## config.mk

```make
export PLATFORM = sky130hd
export DESIGN_NAME = det_share_sched
export DESIGN_NICKNAME = d
export VERILOG_FILES = /design/src/rtl/det_share_sched.sv
export SDC_FILE = /design/constraint.sdc
export NUM_CORES = 1
export LEC_CHECK = 0
export CAP_MARGIN = 20
export CELL_PAD_IN_SITES_DETAIL_PLACEMENT = 0
export CELL_PAD_IN_SITES_GLOBAL_PLACEMENT = 1
export CORE_MARGIN = 8
export CORE_UTILIZATION = 31
export DETAILED_ROUTE_END_ITERATION = 16
export PLACE_DENSITY_LB_ADDON = 0.1
export SETUP_SLACK_MARGIN = 0.2
export SYNTH_ARGS = -nofsm -noshare
export SYNTH_HDL_FRONTEND = slang
export SYNTH_SLANG_ARGS = --single-unit
```

## constraint.sdc

```tcl
create_clock -name clk -period 4.61 [get_ports clk]
set_clock_uncertainty 0.2 [all_clocks]
set_input_delay 0.922 -clock clk [delete_from_list [all_inputs] [get_ports clk]]
set_output_delay 0.922 -clock clk [all_outputs]
set_load 0.03 [all_outputs]
```

## src/rtl/det_share_sched.sv

```systemverilog
`timescale 1ns/1ps
// Round-robin arbiter that time-shares one serial 1011 detector among N word requesters,
// shifting each granted word MSB-first and returning its hit count tagged with the requester id.
module det_share_sched #(
    parameter int unsigned N       = 4,
    parameter int unsigned W       = 8,
    parameter int unsigned DET_LAT = 1,
    parameter int unsigned IW      = $clog2(N),
    parameter int unsigned CW      = $clog2(W + 1)
) (
    input  logic            clk,
    input  logic            rst,
    input  logic [N-1:0]    req_valid,
    input  logic [N*W-1:0]  req_data,
    output logic [N-1:0]    req_ready,
    output logic            det_rstn,
    output logic            det_in,
    input  logic            det_out,
    output logic            res_valid,
    input  logic            res_ready,
    output logic [IW-1:0]   res_id,
    output logic [CW-1:0]   res_count,
    output logic            res_hit,
    output logic            busy
);
    localparam int unsigned KMAX = (W > DET_LAT) ? W : DET_LAT;
    localparam int unsigned KW   = $clog2(KMAX + 1);

    typedef enum logic [2:0] {IDLE, CLR, SHIFT, DRAIN, RESP} state_t;

    state_t          state;
    state_t          state_nxt;
    logic [IW-1:0]   rr_ptr;
    logic [IW-1:0]   grant;
    logic            grant_vld;
    logic [IW-1:0]   id_q;
    logic [W-1:0]    sh_q;
    logic [KW-1:0]   step_q;
    logic [CW-1:0]   hit_q;
    logic            last_bit;
    logic            drain_done;
    logic            sample;

    // First asserted request at or after rr_ptr, wrapping modulo N.
    always_comb begin
        grant     = '0;
        grant_vld = 1'b0;
        for (int unsigned i = 0; i < N; i++) begin
            if (!grant_vld && req_valid[IW'(rr_ptr + IW'(i))]) begin
                grant     = IW'(rr_ptr + IW'(i));
                grant_vld = 1'b1;
            end
        end
    end

    assign last_bit   = (step_q == KW'(W - 1));
    assign drain_done = (step_q == KW'(DET_LAT - 1));
    // det_out lags det_in by DET_LAT, so the first DET_LAT shift cycles see stale output.
    assign sample     = det_out && (((state == SHIFT) && (step_q >= KW'(DET_LAT))) || (state == DRAIN));

    always_ff @(posedge clk) begin
        if (rst) state <= IDLE;
        else     state <= state_nxt;
    end

    always_comb begin
        state_nxt = state;
        case (state)
            IDLE:    if (grant_vld) state_nxt = CLR;
            CLR:     state_nxt = SHIFT;
            SHIFT:   if (last_bit) state_nxt = DRAIN;
            DRAIN:   if (drain_done) state_nxt = RESP;
            RESP:    if (res_ready) state_nxt = IDLE;
            default: state_nxt = IDLE;
        endcase
    end

    always_comb begin
        req_ready = '0;
        det_rstn  = 1'b1;
        det_in    = 1'b0;
        res_valid = 1'b0;
        res_id    = '0;
        res_count = '0;
        res_hit   = 1'b0;
        busy      = 1'b0;
        if (rst) begin
            det_rstn = 1'b0;
        end else begin
            busy = (state != IDLE);
            case (state)
                IDLE:  if (grant_vld) req_ready = N'(1) << grant;
                CLR:   det_rstn = 1'b0;
                SHIFT: det_in = sh_q[W-1];
                RESP: begin
                    res_valid = 1'b1;
                    res_id    = id_q;
                    res_count = hit_q;
                    res_hit   = |hit_q;
                end
                default: ;
            endcase
        end
    end

    // Word capture, bit sequencing and hit accumulation.
    always_ff @(posedge clk) begin
        if (rst) begin
            rr_ptr <= '0;
            id_q   <= '0;
            sh_q   <= '0;
            step_q <= '0;
            hit_q  <= '0;
        end else begin
            case (state)
                IDLE: begin
                    if (grant_vld) begin
                        rr_ptr <= IW'(grant + IW'(1));
                        id_q   <= grant;
                        sh_q   <= req_data[32'(grant)*W +: W];
                    end
                end
                CLR: begin
                    hit_q  <= '0;
                    step_q <= '0;
                end
                SHIFT: begin
                    sh_q   <= {sh_q[W-2:0], 1'b0};
                    step_q <= last_bit ? '0 : KW'(step_q + KW'(1));
                end
                DRAIN:   step_q <= KW'(step_q + KW'(1));
                default: ;
            endcase
            if (sample) hit_q <= CW'(hit_q + CW'(1));
        end
    end
endmodule

```

### After elaboration in Yosys (flattened, before gate mapping)

Index checks and enable logic that the tools add are counted.

* latch bits: 0
* register bits: 23
* logic and storage cells: 90
* memories: 0
* memory bits (writable): 0
* bits in read-only memories: 0
* input bits: 40

* shift-type cells: 2
* order comparisons: 5
* mux-type cells: 43
* add/subtract/negate cells: 6
* reduce and logical (&&, ||, !) cells: 19
* multiply operators: 0
* divide/modulo/power cells: 0
* equal/unequal tests: 9
* bitwise logic cells: 0

Operators with widths (count)
* $mux W4: 8
* $shiftx A32 B6 Y8: 1
* $mux W1: 17
* $pmux W8 S2: 1
* $pmux W3 S5: 1
* $lt A2 B3 Y1 const B: 4
* $mux W2: 6
* $mux W3: 4
* $pmux W4 S3: 1
* $add A4 B1 Y4 const B: 2
* $bmux W1 S2: 4
* $mux W8: 1
* $ne A2 B2 Y1 const B: 4
* $eq A3 B2 Y1 const B: 2
* $reduce_bool A3 Y1: 2
* $logic_and A1 B1 Y1: 5
* $add A2 B1 Y2 const B: 2
* $add A2 B2 Y2 const B: 2
* $eq A4 B3 Y1 const B: 1
* $ge A4 B1 Y1 const B: 1
* $logic_not A4 Y1: 1
* $reduce_and A2 Y1: 2
* $reduce_and A4 Y1: 1
* $reduce_bool A2 Y1: 2
* 7 further kinds: 9

### Longest topological paths before layout

* word-level depth: 16
* depth in mapped cells: 7
* depth with buffers taken out: 7

### Worst setup path after synthesis

Ideal clock, no wire load.

* path type: input port to output port
* start point: input port req_valid[2]
* end point: output port req_ready[0]
* cell stages on the path: 6
* arrival time: 2.314 ns
* setup slack: 1.174 ns
* cell sequence: nor2b_1 -> a221o_1 -> and2_1 -> buf_2 -> buf_2 -> nor2_1

* cells in the longest elaborated chain, start to end: 16
* elaborated cells on any way between the ends: 26
* classes of those cells: 1 x shift; 19 x mux; 6 x reduce/logical

RTL lines
* start: declaration: line 13 `input logic [N-1:0] req_valid,`
* $bmux W1 S2: line 49 `if (!grant_vld && req_valid[IW'(rr_ptr + IW'(i))]) begin`
* $mux W1 (implied by the code): line 49
* $mux W1: line 49
* $logic_not A1 Y1: line 49
* $logic_and A1 B1 Y1: line 49
* $mux W1: line 49
* $logic_not A1 Y1: line 49
* $logic_and A1 B1 Y1: line 49
* $mux W1: line 49
* $logic_not A1 Y1: line 49
* $logic_and A1 B1 Y1: line 49
* $mux W2: line 49
* $shl A1 B2 Y4: line 92 `IDLE: if (grant_vld) req_ready = N'(1) << grant;`
* $mux W4 (*): line 92
* $mux W4 (*): line 91 `case (state)`
* $mux W4 (*): line 87 `if (rst) begin`
* end: declaration: line 15 `output logic [N-1:0] req_ready,`

Every way passes the cells marked *; elsewhere a longest branch is shown, timed or not. The select of a mux whose other input is x is not followed.

### Worst setup path after layout

* start point: input port req_valid[2]
* end point: output port req_ready[2]

Same word-level chain as after synthesis.

==> metrics.md <==
| Metric | Value |
|---|---|
| P_leak | `around 0.82 nW` |
| Number of flops mapped to enable cells by yosys | `0` |
| Post-synthesis cell area | `1570 sq um` |
| Largest net degree at the start of global routing | `21` |
| Number of synthesized register bits | `23` |
| Slew Limit Fails | `0` |
| Crit path cell chain | `clkdlybuf4s50_1, or3b_2, o21ai_2, o21ai_2, nor2_1, clkdlybuf4s50_1` |
| Synth-to-layout area growth | `42.2%` |
| Ys flop type | `dfxtp_1` |
| Setup crit start | `req_valid[2]` |
| Met1 usage | `between 10% and 20%` |
| Worst VDD drop | `0.133 mV` |
| Tmin final | `4170 ps` |
| Max Clk Rate | `approximately 240 MHz` |
| # setup viols final | `0` |
| Period utilization | `90.5%` |
| Post-place setup slack | `about 440 ps` |
| Max_slew headroom | `between 50% and 60%` |
| Status | `complete, no violations` |
| R2R setup slack | `between 2000 and 2500 ps` |
| First-pass GRT wire length | `between 7 and 8 mm` |
| Via-per-instance ratio | `4.98` |
| Count leader, synth | `nor2_1` |
| Reg2Reg Launch Point | `state[0]` |
| I/O Buffers | `54` |
| Post-route ant nets | `0` |
| Async SR Flop Fraction | `0%` |
| Total CTS buffers | `3` |
| Total GRT Usage | `between 10% and 20%` |
| Crit path max-delay family | `buffers and inverters` |
| CTS Hold Bufs | `0` |
| Clock-pin transition on the worst setup and hold timing paths | `around 80 ps` |
| Synthesized instance count | `201` |
| Global routing's busiest layer | `met2` |
| Switching Share | `38.0%` |
| Fin. Hold Viols | `0` |
| Largest stage delay, worst path | `approximately 700 ps` |
| Worst-Margin Slew | `between 600 and 700 ps` |
| Chip Width | `approximately 87 um` |
| Clk root buf | `clkbuf_8` |
| Row count | `26` |
| CP Launch Type | `input pin` |
| Antenna violations before repair | `0` |
| Diode count | `0` |
| Share of layout cells above drive strength 1 | `7.48%` |
| Synth area leaders | `dfxtp_1 (29%), nand3_1 (7.0%), nor2_1 (6.7%), ha_1 (4.8%), a22o_1 (3.9%)` |
| Syn. warnings | `0` |
| Vias in the first global route | `approximately 1600` |
| Met2 Use GR | `between 10% and 20%` |
| Critical Path AT | `between 3000 and 4000 ps` |
| Critical Path Stages | `6` |
| Flop pwr share | `38.7%` |
| Post-CTS sizing | `0` |
| Clk pwr share | `between 10% and 20%` |
| Met3 usage | `a little over 3%` |
| Routability cong. | `approximately 0.8` |
| Total grt overflow | `0` |
| Clk_lat worst skew | `260 ps` |
| Pwr dens | `approximately 320 nW/um^2` |
| Final wirelength | `4.71 mm` |
| Detailed placer's ending HPWL | `around 3.5 mm` |
| Worst Min Path Start | `step_q[1]` |
| RSZ-0062 raised after global routing | `false` |
| Core Box Area | `5010 sq um` |
| Starting density of the core | `between 30% and 40%` |
| Crit end category | `output pin` |
| Worst hold-check path type | `reg2reg` |
| WHS Path Cells | `2` |
| Crit Path Class | `in2out` |
| Crit path required time | `about 3500 ps` |
| Switch Pwr | `between 200 and 300 uW` |
| Slowest-stage cell, CP | `clkdlybuf4s50_1` |
| Seq/Total Area, Yosys | `between 20 and 30%` |
| Top cells by count, synth | `nor2_1 (28), dfxtp_1 (23), nand3_1 (22)` |
| Die Height | `slightly below 90 um` |
| Setup Buffers After CTS | `0` |
| CTS tree | `done` |
| Final critical-path setup slack | `436 ps` |
| First DRT Iteration DRCs | `53` |
| # IOs | `55` |
| Number of remaining DRC errors | `0` |
| DIE AREA | `around 7600 sq um` |
| Biggest area consumer among synthesized cells | `dfxtp_1` |
| Total nets after synthesis | `~250` |
| Crit path max fanout | `6` |
| 1st-pass router iterations | `4` |
| Power share of the combinational group | `a little over two fifths` |
| Post-synth top area share | `29.3%` |
| Clock sinks | `23` |
| P_int | `445 uW` |
| H-Tree Depth | `1` |
| Deepest clock path buffer count | `2` |
| Max Cap Viol | `0` |
| CP Buf/Inv Count | `2` |
| Reg2Reg Depth | `5` |
| Vias | `about 1600` |
| Post-synth cell types | `47` |
| Fin nets | `301` |
| Mapped Avg Cell Area | `about 8 sq um` |
| WL per Instance | `between 10 and 15 um` |
| TNS Setup | `0 ps` |
==> flip-flops by register name (all words and copies together), names as in the netlist <==
register / count
step_q: 4
hit_q: 4
rr_ptr: 2
id_q: 2
sh_q: 8
state: 3
==> cell families after synthesis <==
group,count (synthesis),synth area share [%]
AO/OA/AOI/OAI,47,24.1
buffers and inverters,22,5.98
multiplexers,5,3.19
flip-flops,23,29.3
XOR/XNOR,4,2.23
adder cells (fa/ha/maj),6,4.78
AND/OR/NAND/NOR,94,30.4
==> cells in the final DEF (no fill, tap or decap), drive strengths merged, types with 3 or more instances in the layout <==
| cell type | n |
|---|---|
| clkdlybuf4s50 | 54 |
| nor2 | 28 |
| dfxtp | 23 |
| nand3 | 22 |
| inv | 11 |
| a21oi | 10 |
| nor3 | 8 |
| nand2 | 8 |
| a22o | 7 |
| a32oi | 7 |
| and2 | 6 |
| ha | 6 |
| mux2i | 5 |
| nand4 | 5 |
| buf | 5 |
| o21ai | 4 |
| a211oi | 3 |
| o32a | 3 |
| xnor2 | 3 |
| clkbuf | 3 |
| or2 | 3 |
==> cell type report <==
type                            instances  area [sq um]
Multi-Input combinational cell        156          1020
Fill cell                             532          2780
Tap cell                               70          87.6
Sequential cell                        23           460
Clock buffer                            3          41.3
Clock inverter                          1          5.00
Timing Repair Buffer                   59           578
Inverter                               12          45.0
==> per-layer routing <==
metal	vias to the layer above	share of wire, %
met3	2	6.8
li1	849	-
met5	-	0
met1	726	50
met4	0	0.49
met2	38	43
==> final timing paths <==
path                        to
setup / recovery  req_ready[2]
hold / removal       step_q[1]
setup reg to reg       sh_q[0]
hold reg to reg      step_q[1]
==> power groups by stage <==
stage	clock network (mW)	logic (mW)	registers (mW)
2_1_floorplan	0	0.229	0.264
3_3_place_gp	0	0.319	0.283
3_5_place_dp	0	0.317	0.283
4_1_cts	0.131	0.318	0.278
5_1_grt	0.141	0.356	0.284
6_report	0.125	0.316	0.278
==> worst register-to-register path, delay by kind of cell (launching register included) <==
family | cells | cell delay [ps]
AND/OR/NAND/NOR | 2 | 600
AO/OA/AOI/OAI | 3 | 790
flip-flops | 1 | 430
==> metrics by stage <==
step	util, %	instances	hold WS, ps	area, sq um	power [mW]
3_5_place_dp	43.7	320	286	2190	0.600
3_3_place_gp	43.7	320	286	2190	0.602
2_1_floorplan	-	201	252	1570	0.493
6_report	44.6	324	296	2230	0.718
5_1_grt	44.6	324	333	2230	0.781
4_1_cts	44.6	324	299	2230	0.728
Note: power is estimated with default switching activity, not from simulation.
==> patch 1, RTL diff (same flow settings) <==
Encoding of `state_t`: now one-hot (5 bits for 5 states).
--- a/src/rtl/det_share_sched.sv
+++ b/src/rtl/det_share_sched.sv
@@ -28,3 +28,3 @@
 
-    typedef enum logic [2:0] {IDLE, CLR, SHIFT, DRAIN, RESP} state_t;
+    typedef enum logic [4:0] {IDLE = 5'b00001, CLR = 5'b00010, SHIFT = 5'b00100, DRAIN = 5'b01000, RESP = 5'b10000} state_t;
 
Behaviour: same outputs for any inputs over 10 cycles, from zero or initial values and one cycle with rst high; not proved beyond that.
==> patch 1 against the unedited design <==
- sequential cell count increased by 2
- sequential power increased by 4%
- synthesized area increased by 18%
- wire length increased by 14%
- critical path type unchanged
- power increased by 10%
- highest routed layer unchanged
- setup slack got worse by 0.10 ns
- global-route usage decreased by 0.091 points
- maximum frequency decreased by 2.4%
- design area increased by 13%
- via count increased by 12%
==> patch 1: results (changes against the unedited design) <==
{
  "number_of_nets_in_the_layout": {"value": 319, "change": "+6.0%"},
  "ys_types": {"value": 61, "change": "+30%"},
  "track_usage": {"value": 12.4, "unit": "%", "change": "-0.091 points"},
  "grt_first_pass_wirelength": {"value": 9.03, "unit": "mm", "change": "+17%"},
  "adder_and_majority_cell_fraction_of_the_synthesized_area": {"value": 4.04, "unit": "%", "change": "-0.74 points"},
  "yosys.area_share.xor_xnor": {"value": 2.36, "unit": "%", "change": "+0.13 points"},
  "seq_power_share": {"value": 36.7, "unit": "%", "change": "-2.0 points"},
  "cell_internal_pwr": {"value": 0.000489, "unit": "W", "change": "+9.9%"},
  "whs": {"value": 0.259, "unit": "ns", "change": "-0.0369 ns"},
  "detailedPlace.worstSlack": {"value": 0.186, "unit": "ns", "change": "-0.253 ns"},
  "grt_pass1_vias": {"value": 1806, "change": "+15%"},
  "detailroute.via_count": {"value": 1814, "change": "+12%"},
  "largest_net_degree_at_the_start_of_global_routing": {"value": 19, "change": "-9.5%"},
  "place_congestion": {"value": 0.710, "change": "-13%"},
  "drt_first_iter_violations": {"value": 70, "change": "+32%"},
  "holdPathEnd": "sh_q[4]",
  "muxShareOfSynthArea": {"value": 0.808, "unit": "%", "change": "-2.4 points"},
  "synth.yosys.seq_area_share": {"value": 26.9, "unit": "%", "change": "-2.4 points"},
  "biggestRegsByFlops": "sh_q x8, state x5",
  "leakage_power_summed_over_all_cells": {"value": 0.881, "unit": "nW", "change": "+7.5%"},
  "detail_route.wirelength.met1": {"value": 2.61, "unit": "mm", "change": "+12%"},
  "reg2reg_from": "rr_ptr[0]",
  "worst_r2r_endpoint": "sh_q[2]",
  "worst_hold_startpoint": "sh_q[4]",
  "run_status": "completed",
  "maxClockFrequency": {"value": 234, "unit": "MHz", "change": "-2.4%"},
  "placed_cell_area": {"value": 2470, "unit": "µm²", "change": "+13%"},
  "dpl.cell_count": {"value": 343, "change": "+7.2%"},
  "cpPeakStageDelay": {"value": 0.67, "unit": "ns", "change": "-0.03 ns"},
  "vias_per_cell": {"value": 5.23, "change": "+4.9%"},
  "ys_top_cells_by_count": "sky130_fd_sc_hd__dfxtp_1, sky130_fd_sc_hd__nor2_1, sky130_fd_sc_hd__nor3b_1",
  "final.fill_count": {"value": 605, "change": "+14%"},
  "routed-wl-met2": {"value": 2.55, "unit": "mm", "change": "+26%"},
  "power_switching": {"value": 0.000302, "unit": "W", "change": "+11%"},
  "synth_compound_area_share": {"value": 25.8, "unit": "%", "change": "+1.7 points"}
}
-- patch 1: kinds of logic (layout without fill, tap and decap cells) --
family          count (synthesis)  count (layout)
fa+ha+maj                       6               6
compound gates                 57              57
buf+inv                        18              71
mux                             1               1
xor+xnor                        5               5
simple gates                  107             107
flops                          25              25
-- patch 1: cell type report --
| type | count | area (µm²) | share of cell area [%] |
|---|---|---|---|
| Tap cell | 75 | 93.8 | 3.72 |
| Multi-Input combinational cell | 176 | 1270 | 50.5 |
| Clock buffer | 4 | 45.0 | 1.79 |
| Sequential cell | 25 | 500 | 19.8 |
| Timing Repair Buffer | 60 | 583 | 23.1 |
| Inverter | 7 | 26.3 | 1.04 |
-- patch 1: timing repair --
item / CTS / global route
resized for setup: 1 / 0
endpoints found under the hold margin: 0 / 0
setup endpoints to repair: 1 / 0
-- patch 1: per-layer routing --
layer,global-route usage (%),vias to the layer above
met1,16.0,855
li1,-,933
met3,1.84,2
met5,0,-
met2,21.2,24
met4,2.82,0
==> patch 2, RTL diff (config.mk and constraints unchanged) <==
Made on the original files. `N`: 4 -> 8.
--- a/src/rtl/det_share_sched.sv
+++ b/src/rtl/det_share_sched.sv
@@ -4,3 +4,3 @@
 module det_share_sched #(
-    parameter int unsigned N       = 4,
+    parameter int unsigned N       = 8,
     parameter int unsigned W       = 8,
Interface: changed (resized req_data, req_ready, req_valid and res_id); port bits go from 55 to 96. The function was not compared with the original's and may differ.
==> patch 2 against the unedited design <==
- maximum frequency fell by 6.8%
- clock power rose by 12%
- combinational power rose to 8.7 times the old value
- core utilization rose by 5.6 points
- worst hold slack improved by 0.0025 ns
- sequential cell count rose by 2
- wire length rose by 110%
- design area rose by 110%
- global-route usage rose by 2.9 points
- synthesized area rose by 87%
- power rose to 4.5 times the old value
- setup slack got worse by 0.30 ns
- largest power group unchanged
==> patch 2: results (changes against the unedited design) <==
{
  "whs": {"value": 0.298, "unit": "ns", "change": "+0.00247 ns"},
  "swShare": {"value": 43.8, "unit": "%", "change": "+5.8 points"},
  "non_clock_buffer_area_share": {"value": 31.5, "unit": "%", "change": "+5.6 points"},
  "ys_seq_elements": {"value": 25, "change": "+8.7%"},
  "grt_first_pass_wirelength": {"value": 16.3, "unit": "mm", "change": "+110%"},
  "place.port_buffers": {"value": 95, "change": "+76%"},
  "track_usage": {"value": 15.4, "unit": "%", "change": "+2.9 points"},
  "multi_input_area_share": {"value": 52.3, "unit": "%", "change": "+6.9 points"},
  "final.fill_count": {"value": 887, "change": "+67%"},
  "leakage_power_summed_over_all_cells": {"value": 1.86, "unit": "nW", "change": "+130%"},
  "worst_hold_startpoint": "sh_q[0]",
  "seq_power_share": {"value": 10.6, "unit": "%", "change": "-28 points"},
  "power.clock.total": {"value": 0.000140, "unit": "W", "change": "+12%"},
  "ys_top_cells_by_area": "sky130_fd_sc_hd__mux4_2, sky130_fd_sc_hd__dfxtp_1, sky130_fd_sc_hd__nor2_1, sky130_fd_sc_hd__mux4_1, sky130_fd_sc_hd__mux2i_1",
  "detailedPlace.worstSlack": {"value": -0.270, "unit": "ns", "change": "-0.709 ns"},
  "synth.yosys.seq_area_share": {"value": 17.1, "unit": "%", "change": "-12 points"},
  "run_status": "completed",
  "routed_wire_length_per_instance": {"value": 17.6, "unit": "µm", "change": "+21%"},
  "dp_hpwl": {"value": 7.81, "unit": "mm", "change": "+120%"},
  "ys_types": {"value": 58, "change": "+23%"},
  "ys_top_cells_by_count": "sky130_fd_sc_hd__nor2_1, sky130_fd_sc_hd__dfxtp_1, sky130_fd_sc_hd__mux4_2",
  "dpl.cell_count": {"value": 550, "change": "+72%"},
  "worst_r2r_endpoint": "sh_q[7]",
  "cp.arrival": {"value": 3.35, "unit": "ns", "change": "+0.30 ns"},
  "utilization": {"value": 50.1, "unit": "%", "change": "+5.6 points"},
  "cts.clk_slew.worst_paths": {"value": 0.10, "unit": "ns", "change": "+0.02 ns"},
  "synth_cells": {"value": 310, "change": "+54%"},
  "holdPathEnd": "sh_q[0]",
  "maximum_ir_drop_on_the_vdd_rail": {"value": 248, "unit": "µV", "change": "+86%"}
}
patch 2: cell types whose count changed after synthesis, sizes merged, moves of 8 or more:
| cell | change |
|---|---|
| and3 | +9 |
| o21ai | +11 |
| a21oi | +10 |
| nand3 | -16 |
| a22oi | +12 |
| nor2 | +8 |
| clkbuf | +8 |
| mux4 | +30 |
| mux2 | +11 |
patch 2: how the worst max path moves through the flow:
stage                         to  slack (ns)  cells after the start
global placement    req_ready[7]       -0.28                     12
detailed placement  req_ready[7]       -0.27                     13
CTS                 req_ready[7]        0.15                     13
floorplan           req_ready[7]       0.009                     15
global route        req_ready[7]       0.007                     12
finish              req_ready[7]        0.13                     13
patch 2: worst max-delay path, stage by stage:
cell,delay [ns]
sky130_fd_sc_hd__buf_6,0.10
sky130_fd_sc_hd__buf_6,0.11
sky130_fd_sc_hd__mux4_2,0.43
sky130_fd_sc_hd__mux2_4,0.30
sky130_fd_sc_hd__a2111oi_4,0.30
sky130_fd_sc_hd__buf_4,0.18
sky130_fd_sc_hd__a22o_1,0.15
sky130_fd_sc_hd__nand2_2,0.07
sky130_fd_sc_hd__a31oi_4,0.16
sky130_fd_sc_hd__and2_4,0.18
sky130_fd_sc_hd__ha_4,0.11
sky130_fd_sc_hd__nor3b_4,0.18
sky130_fd_sc_hd__buf_6,0.16
patch 2: cells by family (layout without fill, tap and decap cells):
family	after synthesis	count (layout)	share of synthesized area [%]
compound gates	79	79	20.0
xor+xnor	8	8	2.64
fa+ha+maj	9	9	3.84
buf+inv	35	182	6.10
flops	25	25	17.1
mux	53	53	32.1
simple gates	101	101	18.2
patch 2: layer usage:
metal  share of wire [%]  global-route usage, %  up-vias
li1                    -                      -     1494
met1                  46                   20.8     1450
met3                 4.3                   2.18        2
met5                   0                      0        -
met4                0.51                   3.02        0
met2                  49                   25.6       76
